$ cat src/rtl/bucket_timer_pkg.sv
// Shared types and constants for the bucket rotation timer.
package bucket_timer_pkg;

   typedef enum logic [0:0] {
      StIdle,
      StReq
   } chan_state_e;

   localparam int unsigned MISSED_CNT_WIDTH = 8;

endpackage

$ cat src/rtl/bucket_timer_chan.sv
// One timer channel: period counter, request FSM, bucket index and overrun tracking.
// Optional missed-period counter enabled by BUCKET_TIMER_MISSED_CNT_EN.
module bucket_timer_chan
   import bucket_timer_pkg::*;
#(
   parameter int unsigned                PERIOD_WIDTH   = 32,
   parameter logic [PERIOD_WIDTH-1:0]    DEFAULT_PERIOD = '1,
   parameter int unsigned                NUM_BUCKETS    = 8,
   parameter int unsigned                BUCKET_BITS    = $clog2(NUM_BUCKETS)
) (
   input  logic                    clk,
   input  logic                    reset,
   input  logic                    enable,
   input  logic                    cfg_we,
   input  logic [PERIOD_WIDTH-1:0] cfg_period,
   input  logic                    update_ack,
   input  logic                    overrun_clr,
   output logic                    update_req,
   output logic [BUCKET_BITS-1:0]  bucket_idx,
`ifdef BUCKET_TIMER_MISSED_CNT_EN
   output logic [MISSED_CNT_WIDTH-1:0] missed_cnt,
`endif
   output logic                    overrun
);

   chan_state_e             state_q, state_d;
   logic [PERIOD_WIDTH-1:0] period_q, period_d;
   logic [PERIOD_WIDTH-1:0] cnt_q, cnt_d;
   logic                    term_q, term_d;
   logic [BUCKET_BITS-1:0]  bucket_q, bucket_d;
   logic                    overrun_q, overrun_d;
   logic                    advance, drop;

`ifdef BUCKET_TIMER_MISSED_CNT_EN
   logic [MISSED_CNT_WIDTH-1:0] missed_q, missed_d;
`endif

   // Terminal is registered so the request rises P+1 edges after a write.
   always_comb begin
      period_d = cfg_we ? cfg_period : period_q;
      cnt_d    = '0;
      term_d   = 1'b0;
      if (!cfg_we && enable && (period_q != '0)) begin
         if (cnt_q == period_q - 1'b1) begin
            term_d = 1'b1;
         end else begin
            cnt_d = cnt_q + 1'b1;
         end
      end
   end

   always_ff @(posedge clk) begin
      if (reset) begin
         state_q   <= StIdle;
         period_q  <= DEFAULT_PERIOD;
         cnt_q     <= '0;
         term_q    <= 1'b0;
         bucket_q  <= '0;
         overrun_q <= 1'b0;
      end else begin
         state_q   <= state_d;
         period_q  <= period_d;
         cnt_q     <= cnt_d;
         term_q    <= term_d;
         bucket_q  <= bucket_d;
         overrun_q <= overrun_d;
      end
   end

   always_comb begin
      state_d = state_q;
      unique case (state_q)
         StIdle:  if (term_q) state_d = StReq;
         StReq:   if (update_ack && !term_q) state_d = StIdle;
         default: state_d = StIdle;
      endcase
   end

   always_comb begin
      advance   = (state_q == StReq) && update_ack;
      drop      = (state_q == StReq) && !update_ack && term_q;
      bucket_d  = bucket_q;
      if (advance) begin
         bucket_d = (bucket_q == BUCKET_BITS'(NUM_BUCKETS - 1)) ? '0 : bucket_q + 1'b1;
      end
      overrun_d = overrun_q;
      if (drop) begin
         overrun_d = 1'b1;
      end else if (overrun_clr) begin
         overrun_d = 1'b0;
      end
      update_req = (state_q == StReq);
      bucket_idx = bucket_q;
      overrun    = overrun_q;
   end

`ifdef BUCKET_TIMER_MISSED_CNT_EN
   // An increment coinciding with a clear restarts the count at one.
   always_comb begin
      missed_d = missed_q;
      if (drop) begin
         if (overrun_clr) begin
            missed_d = MISSED_CNT_WIDTH'(1);
         end else if (missed_q != '1) begin
            missed_d = missed_q + 1'b1;
         end
      end else if (overrun_clr) begin
         missed_d = '0;
      end
      missed_cnt = missed_q;
   end

   always_ff @(posedge clk) begin
      if (reset) begin
         missed_q <= '0;
      end else begin
         missed_q <= missed_d;
      end
   end
`endif

endmodule

$ cat src/rtl/bucket_timer.sv
// Multi-channel period timer driving Bloom-filter bucket rotation.
// Define BUCKET_TIMER_MISSED_CNT_EN to add per-channel saturating missed-period counters.
module bucket_timer
   import bucket_timer_pkg::*;
#(
   parameter int unsigned             NUM_CHANNELS   = 4,
   parameter int unsigned             PERIOD_WIDTH   = 32,
   parameter logic [PERIOD_WIDTH-1:0] DEFAULT_PERIOD = 'h3fff_ffff,
   parameter int unsigned             NUM_BUCKETS    = 8,
   localparam int unsigned            BUCKET_BITS    = $clog2(NUM_BUCKETS),
   localparam int unsigned            CHAN_BITS      = (NUM_CHANNELS > 1) ? $clog2(NUM_CHANNELS) : 1
) (
   input  logic                                clk,
   input  logic                                reset,
   input  logic [NUM_CHANNELS-1:0]             chan_enable,
   input  logic                                cfg_wr,
   input  logic [CHAN_BITS-1:0]                cfg_chan,
   input  logic [PERIOD_WIDTH-1:0]             cfg_period,
   output logic [NUM_CHANNELS-1:0]             update_req,
   input  logic [NUM_CHANNELS-1:0]             update_ack,
   output logic [NUM_CHANNELS*BUCKET_BITS-1:0] bucket_idx,
   output logic [NUM_CHANNELS-1:0]             overrun,
`ifdef BUCKET_TIMER_MISSED_CNT_EN
   output logic [NUM_CHANNELS*MISSED_CNT_WIDTH-1:0] missed_cnt,
`endif
   input  logic [NUM_CHANNELS-1:0]             overrun_clr
);

   logic [NUM_CHANNELS-1:0] cfg_we;

   for (genvar c = 0; c < NUM_CHANNELS; c++) begin : g_chan
      // Out-of-range channel numbers match no instance and are dropped.
      assign cfg_we[c] = cfg_wr && (int'(cfg_chan) == c);

      bucket_timer_chan #(
         .PERIOD_WIDTH   (PERIOD_WIDTH),
         .DEFAULT_PERIOD (DEFAULT_PERIOD),
         .NUM_BUCKETS    (NUM_BUCKETS),
         .BUCKET_BITS    (BUCKET_BITS)
      ) u_chan (
         .clk         (clk),
         .reset       (reset),
         .enable      (chan_enable[c]),
         .cfg_we      (cfg_we[c]),
         .cfg_period  (cfg_period),
         .update_ack  (update_ack[c]),
         .overrun_clr (overrun_clr[c]),
         .update_req  (update_req[c]),
         .bucket_idx  (bucket_idx[c*BUCKET_BITS +: BUCKET_BITS]),
`ifdef BUCKET_TIMER_MISSED_CNT_EN
         .missed_cnt  (missed_cnt[c*MISSED_CNT_WIDTH +: MISSED_CNT_WIDTH]),
`endif
         .overrun     (overrun[c])
      );
   end

endmodule

$ cat config.mk
export PLATFORM = sky130hd
export DESIGN_NAME = bucket_timer
export DESIGN_NICKNAME = d
export VERILOG_FILES = /design/src/rtl/bucket_timer_pkg.sv /design/src/rtl/bucket_timer_chan.sv /design/src/rtl/bucket_timer.sv
export SDC_FILE = /design/constraint.sdc
export NUM_CORES = 1
export LEC_CHECK = 0
export CAP_MARGIN = 20
export CORE_ASPECT_RATIO = 0.75
export CORE_MARGIN = 2
export CORE_UTILIZATION = 45
export DETAILED_ROUTE_END_ITERATION = 8
export PLACE_DENSITY_LB_ADDON = 0.05
export SLEW_MARGIN = 5
export SYNTH_ARGS = -nofsm -noshare
export SYNTH_HDL_FRONTEND = slang
export SYNTH_SLANG_ARGS = --single-unit
export TNS_END_PERCENT = 20
$ cat constraint.sdc
create_clock -name clk -period 4.8 [get_ports clk]
set_input_delay 0.72 -clock clk [delete_from_list [all_inputs] [get_ports clk]]
set_output_delay 0.72 -clock clk [all_outputs]
set_load 0.01 [all_outputs]
# == Yosys cells after proc, flatten, opt, wreduce, memory -nomap -nowiden ==
# Cells that the tools add are included.
# totals
ff_bits,280
output_inout_bits,20
word_cells,140
# op_classes
add_sub_neg,12
eq_ne,11
mux,28
bitwise_logic,8
n_reduce_logical,57
# ops
operator,count
"32-bit by 1-bit adder with 32-bit output, second input constant",4
32-bit equality test,4
32-bit nonzero test,4
"32-bit by 1-bit subtractor with 32-bit output, second input constant",4
1-bit logical AND,28
1-bit 2-to-1 mux,20
"3-bit by 1-bit adder with 3-bit output, second input constant",4
"3-bit equality test, second input constant",4
1-bit zero test,12
3-bit 2-to-1 mux,4
3-bit OR reduction,4
1-bit inverter,8
1-bit case mux with 2 select lines,4
2-bit nonzero test,4
2-bit OR reduction,4
"2-bit equality test, second input constant",2
"2-bit by 1-bit equality test with 1-bit output, second input constant",1
2-bit zero test,1

# == Depth between registers and ports, before layout ==
# Gate-level depths: netlist of run 1.
# depth
depth_word,7
mapped_depth,12

# == Cells and area by module ==
# From an unflattened synthesis of run 1, not the netlist that was laid out.
# hier_totals
cells_unflattened,1902
hier_area_um2,15847.7
# by_module_without_submodules
module,n_inst,cells_per_inst,area_each_um2,seq_area_each_um2
bucket_timer_chan (g_chan[0].u_chan ...),3,480,3940.0,1401.3
bucket_timer_chan (g_chan[3].u_chan),1,458,3990.1,1401.3
bucket_timer,1,4,37.5,0.0

# == Least setup slack after synthesis of run 1 ==
# OpenSTA, ideal clock, no wires.
# synth_path
path_type,register -> register
startpoint,register g_chan[3].u_chan.period_q[0]
endpoint,register g_chan[3].u_chan.cnt_q[23]
t_arrival_ns,3.030
required_ns,4.685
path_slack_ns,1.655
stages_incl_launch_ff,13
cell_sequence,dfxtp_1 inv_1 ha_1 or4b_1 or4_4 buf_6 nor2_1 mux2_2 o21ai_0 nand4_1 o31ai_4 buf_6 nor2_2
# synth_via
elab_chain_cells,4
# synth_rtl
element,line_no,rtl
"start, declared",bucket_timer_chan.sv:27,"logic [PERIOD_WIDTH-1:0] period_q, period_d;"
"start signal, assigned",bucket_timer_chan.sv:62,period_q <= period_d;
"parallel branches: the longest is 3 deep, another holds 32-bit by 1-bit subtractor with 32-bit output",--,
3-bit OR reduction (no line) *,--,
"end signal, assigned",bucket_timer_chan.sv:63,cnt_q <= cnt_d;
"end, declared",bucket_timer_chan.sv:28,"logic [PERIOD_WIDTH-1:0] cnt_q, cnt_d;"
# Mark *: on every way between the ends.
# A chain may end at the register's enable or synchronous reset.

# == Worst setup path in the final report of run 1 ==
# layout_path
startpoint,register g_chan[2].u_chan.period_q[0]
endpoint,register g_chan[2].u_chan.cnt_q[28]
# layout_via
elab_chain_cells,4
# layout_rtl
element,line_no
"start, declared",bucket_timer_chan.sv:27
"start signal, assigned",bucket_timer_chan.sv:62
"parallel branches: the longest is 3 deep, another holds 32-bit by 1-bit subtractor with 32-bit output",--
3-bit OR reduction (no line) *,--
"end signal, assigned",bucket_timer_chan.sv:63
"end, declared",bucket_timer_chan.sv:28
# Marks and branches as above.

==> results.sh, run 1 <==
export IMPL_rsz0062_at_grt="no"
export IMPL_fmax_mhz=279
export IMPL_viasPerCell=5.38
export IMPL_syn_nets=2031
export IMPL_synth_ff_type="dfxtp_1"
export IMPL_cap_violations=0
export IMPL_wl_per_cell_um=16.8
export IMPL_synth_edf_count=0
export IMPL_cts_made_buffers=30
export IMPL_drt_initial_drc_count=1094
export IMPL_cts_hold_buffers=0
export IMPL_timing_final_crit_share=0.746
export IMPL_cp_start_kind="flip-flop"
export IMPL_final_antenna_net_count=0
export IMPL_worst_r2r_startpoint="g_chan[2].u_chan.period_q[0]$_SDFFE_PP1P_"
export IMPL_hold_path_class="flip-flop to flip-flop"
export IMPL_routed_wl_mm=41.3
export IMPL_synth_area_um2=15800
export IMPL_cp_end_kind="flip-flop"
export IMPL_portBuffers=68
export IMPL_post_cts_setup_buffers=0
export IMPL_track_usage=0.225
export IMPL_antenna_cells=0
export IMPL_layout_commonest_cell="nand2_1"
export IMPL_grt_pass1_wl_mm=66.6
export IMPL_final_nets=2039
export IMPL_synth_cells=1966
export IMPL_period_needed_ns=3.58
export IMPL_synth_cell_types=80
export IMPL_cp_startpoint="g_chan[2].u_chan.period_q[0]$_SDFFE_PP1P_"
export IMPL_via_count=13209
export IMPL_crit_fanout=32
export IMPL_tritoncts="built"
export IMPL_tightestPinTransition_ns=0.996
export IMPL_cp_required_ns=5.23
export IMPL_antenna_found_initial=1
export IMPL_outcome="finished clean"
export IMPL_drive_above_1_share=0.0666
export IMPL_ys_seq_area_frac=0.354
export IMPL_async_flop_share=0
export IMPL_ir_worst_vdd_uv=192
export IMPL_worstSetupPathType="flip-flop to flip-flop"
export IMPL_drc=0
export IMPL_num_rows=59
export IMPL_clock_latency_ns=0.56
export IMPL_grt_pass1_vias=11948
export IMPL_die_w_um=220
export IMPL_cts_sinks=280
export IMPL_maxSlewViolCount=0
export IMPL_cts_root_buf="clkbuf_16"
export IMPL_fillers=3277
export IMPL_place_congestion=0.858
export IMPL_leakage_nw=6.15
export IMPL_setup_tns_ns=0
export IMPL_p_per_area_nw_per_um2=301
export IMPL_grt_max_degree=72
export IMPL_die_area_um2=36700
export IMPL_fin_worst_skew_ns=0.0115
export IMPL_hold_viol_final=0
export IMPL_dpl_hpwl_mm=30.1
export IMPL_boundaryPins=69
export IMPL_relSlewSlack=0.336
export IMPL_fin_cells=2454
export IMPL_clock_path_buffers=3
export IMPL_ys_warn_count=0
export IMPL_grt_overflow_total=0
export IMPL_synthToLayoutAreaGrowth_pct=12.5
export IMPL_synth_seq_cells=280
export IMPL_min_from="g_chan[2].u_chan.bucket_idx[2]$_SDFFE_PP0P_"
export IMPL_ctsResizeCount=0
export IMPL_layout_common_cells="nand2_1, dfxtp_1, nor2_1"
export IMPL_drtPass1Iterations=5
export IMPL_die_h_um=166
export IMPL_start_util=0.457
export IMPL_clk_pin_slew_ns=0.06
export IMPL_core_um2=34600
export IMPL_arrival_ns=4.02
export IMPL_ctsHtreeMaxLevel=1
export IMPL_postSynthAreaPerCell_um2=8.04
export IMPL_dp_cells=2399
export IMPL_setup_viol=0
[area by class of cell]
cell class / instances / area (um2) / share of cell area
Multi-Input combinational cell: 1552 / 9650 / 0.542
Sequential cell: 280 / 5610 / 0.315
Clock buffer: 42 / 877 / 0.0493
Timing Repair Buffer: 82 / 783 / 0.0440
Tap cell: 457 / 572 / 0.0321
Clock inverter: 13 / 201 / 0.0113
Inverter: 28 / 105 / 0.00591
[where the power goes]
part | total (mW) | switching (mW) | internal (mW)
clock | 2.52 | 0.977 | 1.54
sequential | 2.48 | 0.101 | 2.38
combinational | 0.357 | 0.197 | 0.159
total | 5.36 | 1.27 | 4.08
[worst paths after layout]
kind                            cells after the start                                           to  slack [ns]
worst max-delay path                               11        g_chan[2].u_chan.cnt_q[28]$_SDFF_PP0_        1.22
worst min-delay path                                2  g_chan[2].u_chan.bucket_idx[2]$_SDFFE_PP0P_        0.48
worst max register to register                     11        g_chan[2].u_chan.cnt_q[28]$_SDFF_PP0_        1.22
worst min register to register                      2  g_chan[2].u_chan.bucket_idx[2]$_SDFFE_PP0P_        0.48
[stage by stage]
step,hold WS (ns),setup slack [ns],power (mW),instance area [um2],util
after global routing,0.511,0.871,5.56,17800,0.514
after detailed placement,0.469,1.23,2.89,16700,0.483
after floorplan,0.441,1.66,2.74,15800,-
final,0.479,1.22,5.36,17800,0.514
after global placement,0.456,1.24,2.88,16700,0.483
after CTS,0.481,1.20,5.41,17800,0.514
[cell usage after synthesis, drive strengths merged (12+ instances only)]
| master | count | share of area |
|---|---|---|
| nand2 | 304 | 0.072 |
| dfxtp | 280 | 0.35 |
| nor2 | 235 | 0.061 |
| xnor2 | 153 | 0.085 |
| xor2 | 129 | 0.071 |
| nand3b | 98 | 0.047 |
| nand3 | 94 | 0.030 |
| clkbuf | 76 | 0.018 |
| nor3 | 70 | 0.022 |
| nor2b | 51 | 0.020 |
| nor4 | 48 | 0.022 |
| a21oi | 40 | 0.013 |
| a211o | 38 | 0.021 |
| nand4 | 33 | 0.013 |
| buf | 30 | 0.012 |
| and3 | 28 | 0.011 |
| inv | 28 | 0.0066 |
| o21ai | 22 | 0.0070 |
| and2 | 18 | 0.0071 |
| or4 | 18 | 0.0095 |
| ha | 16 | 0.013 |
| or3 | 13 | 0.0051 |
| mux2i | 12 | 0.0076 |
[state kept, by name (all words and copies together) (netlist names)]
register                  count
g_chan.u_chan.period_q      128
g_chan.u_chan.term_q          4
g_chan.u_chan.overrun         4
g_chan.u_chan.cnt_q         128
g_chan.u_chan.update_req      4
g_chan.u_chan.bucket_idx     12
[critical path, stage by stage (launching register included)]
cell and delay (ns):
dfxtp_1 0.37, inv_1 0.11, ha_1 0.18, or4b_1 0.65, nor4_1 0.57, nand4_1 0.19
xnor2_1 0.17, nor4_2 0.34, nand4b_1 0.21, o31ai_4 0.21, buf_4 0.36, nor2_1 0.10
[per-layer routing]
layer,GRT usage,wire length (um),vias to the layer above,share of wire
li1,-,-,6774,-
met1,0.363,22400,6078,0.54
met2,0.309,16100,297,0.39
met3,0.0255,1750,60,0.042
met4,0.0581,1120,0,0.027
met5,0,0,-,0
[cells by family after synthesis]
family | share of synthesized area
xor+xnor | 0.156
buf+inv | 0.0371
simple gates | 0.348
compound gates | 0.0802
fa+ha+maj | 0.0127
flops | 0.354
mux | 0.0119
(Power assumes the default switching activity.)
==> run 2, diff against run 1 <==
==> constraint.sdc (replaced) <==
create_clock -name clk -period 3.29 [get_ports clk]
set_input_delay 0.4935 -clock clk [delete_from_list [all_inputs] [get_ports clk]]
set_output_delay 0.4935 -clock clk [all_outputs]
set_load 0.01 [all_outputs]
==> run 2 against run 1 <==
- critical path depth increased by 1
- first-iteration DRC count decreased by 13%
- combinational power increased by 67%
- final cell count increased by 2.5%
- clock power increased by 45%
- utilization increased by 2.2 points
- cell area increased by 4.2%
- via count increased by 3.2%
- maximum frequency increased by 9.6%
- flip-flop and latch count unchanged
- clock skew increased by 0.0024 ns
==> results.sh, run 2 (synthesis gave the netlist of run 1 again) <==
export IMPL_layout_commonest_cell="nand2_1"
export IMPL_start_util=0.457
export IMPL_num_rows=59
export IMPL_grt_max_degree=72
export IMPL_worstPathCellList="inv_2 -> ha_4 -> or4b_4 -> or4_4 -> buf_4 -> a311oi_2 -> o221ai_1 -> or4_4 -> o31ai_4 -> buf_4 -> buf_6 -> nor2_2"
export IMPL_hold_path_class="flip-flop to flip-flop"
export IMPL_worstSetupPathType="flip-flop to flip-flop"
export IMPL_synthToLayoutAreaGrowth_pct=17.2
export IMPL_boundaryPins=69
export IMPL_period_needed_ns=3.27
export IMPL_tritoncts="built"
export IMPL_ir_worst_vdd_uv=493
export IMPL_place_congestion=0.852
export IMPL_layout_common_cells="nand2_1, dfxtp_1, nor2_1"
export IMPL_cp_end_kind="flip-flop"
export IMPL_timing_final_crit_share=0.993
export IMPL_final_setup_worst_slack_ns=0.0215
export IMPL_final_antenna_net_count=0
export IMPL_clk_pin_slew_ns=0.06
export IMPL_core_um2=34600
export IMPL_clock_latency_ns=0.57
export IMPL_die_w_um=220
export IMPL_via_count=13628
export IMPL_cp_required_ns=3.75
export IMPL_maxSlewViolCount=0
export IMPL_grt_overflow_total=0
export IMPL_cpLargestDelayFamily="simple AND/OR/NAND/NOR gates"
export IMPL_place_ws_ns=0.000578
export IMPL_whs_ns=0.476
export IMPL_tightestPinTransition_ns=0.741
export IMPL_min_from="g_chan[2].u_chan.bucket_idx[1]$_SDFFE_PP0P_"
export IMPL_die_area_um2=36700
export IMPL_wl_per_cell_um=17.4
export IMPL_relSlewSlack=0.506
export IMPL_setup_viol=0
export IMPL_track_usage=0.232
export IMPL_crit_fanout=8
export IMPL_grt_pass1_vias=12370
export IMPL_outcome="finished clean"
export IMPL_viasPerCell=5.42
export IMPL_hold_viol_final=0
export IMPL_clock_path_buffers=3
export IMPL_worst_path_buf_inv=4
export IMPL_rsz0062_at_grt="yes"
export IMPL_die_h_um=166
export IMPL_leakage_nw=6.55
export IMPL_max_stage_delay_ns=0.60
export IMPL_antenna_found_initial=0
export IMPL_antenna_cells=0
export IMPL_cp_startpoint="g_chan[3].u_chan.period_q[1]$_SDFFE_PP1P_"
export IMPL_ctsHtreeMaxLevel=1
export IMPL_fin_worst_skew_ns=0.0139
export IMPL_drt_initial_drc_count=952
export IMPL_cap_violations=0
export IMPL_worst_r2r_startpoint="g_chan[3].u_chan.period_q[1]$_SDFFE_PP1P_"
export IMPL_portBuffers=68
export IMPL_drive_above_1_share=0.106
export IMPL_slowest_stage="or4_4"
export IMPL_arrival_ns=3.73
export IMPL_cp_start_kind="flip-flop"
export IMPL_cts_made_buffers=30
export IMPL_p_per_area_nw_per_um2=424
export IMPL_final_nets=2100
export IMPL_dpl_hpwl_mm=31.4
export IMPL_cts_sinks=280
export IMPL_drtPass1Iterations=5
export IMPL_cts_root_buf="clkbuf_16"
export IMPL_fmax_mhz=306
export IMPL_routed_wl_mm=43.7
export IMPL_grt_pass1_wl_mm=68.0
export IMPL_drc=0
==> run 2: timing repair <==
| action | 4_1_cts | 5_1_grt |
|---|---|---|
| gates resized for setup | 1 | 39 |
| setup buffers | 0 | 11 |
| hold buffers | 0 | 0 |
| pin swaps | 0 | 17 |
| gates cloned | 0 | 5 |
| setup endpoints to repair | 1 | 128 |
==> run 2: cell type report <==
type,instances,area (um2)
Timing Repair Buffer,143,1360
Tap cell,457,572
Clock buffer,37,838
Fill cell,3247,16100
Inverter,28,108
Multi-Input combinational cell,1552,9820
Clock inverter,18,233
Sequential cell,280,5610
==> run 2: worst min-delay path, cell delays in order (launching register included) <==
cell and delay, ns:
dfxtp_1 0.32, nand2_1 0.06, a21oi_1 0.05
==> run 2: metal layers <==
metal	up-vias	part of all wire	GRT usage
met1	6363	0.52	0.368
li1	6902	-	-
met4	0	0.025	0.0604
met5	-	0	0
met3	62	0.048	0.0271
met2	301	0.41	0.324
==> run 2: stage by stage <==
stage	std cells	area (um2)	total power, mW	TNS [ns]	utilization
2_1_floorplan	1966	15800	3.99	0	-
3_3_place_gp	2444	17100	4.24	0	0.494
3_5_place_dp	2444	17100	4.24	0	0.494
4_1_cts	2499	18200	7.91	0	0.525
5_1_grt	2515	18500	8.16	-2.20	0.536
6_report	2515	18500	7.86	0	0.536
==> run 2: report_power, final <==
group / leakage (nW) / total (mW) / internal (mW) / switching [mW]
logic: 3.74 / 0.595 / 0.274 / 0.321
clock network: 0.526 / 3.65 / 2.20 / 1.45
registers: 2.28 / 3.62 / 3.48 / 0.141
==> run 2: path summary, 6_finish.rpt <==
check	to	slack, ns	cells past startpoint
worst max-delay path	g_chan[3].u_chan.cnt_q[17]$_SDFF_PP0_	0.02	12
worst max register to register	g_chan[3].u_chan.cnt_q[17]$_SDFF_PP0_	0.02	12
worst min register to register	g_chan[2].u_chan.bucket_idx[1]$_SDFFE_PP0P_	0.48	2
worst min-delay path	g_chan[2].u_chan.bucket_idx[1]$_SDFFE_PP0P_	0.48	2
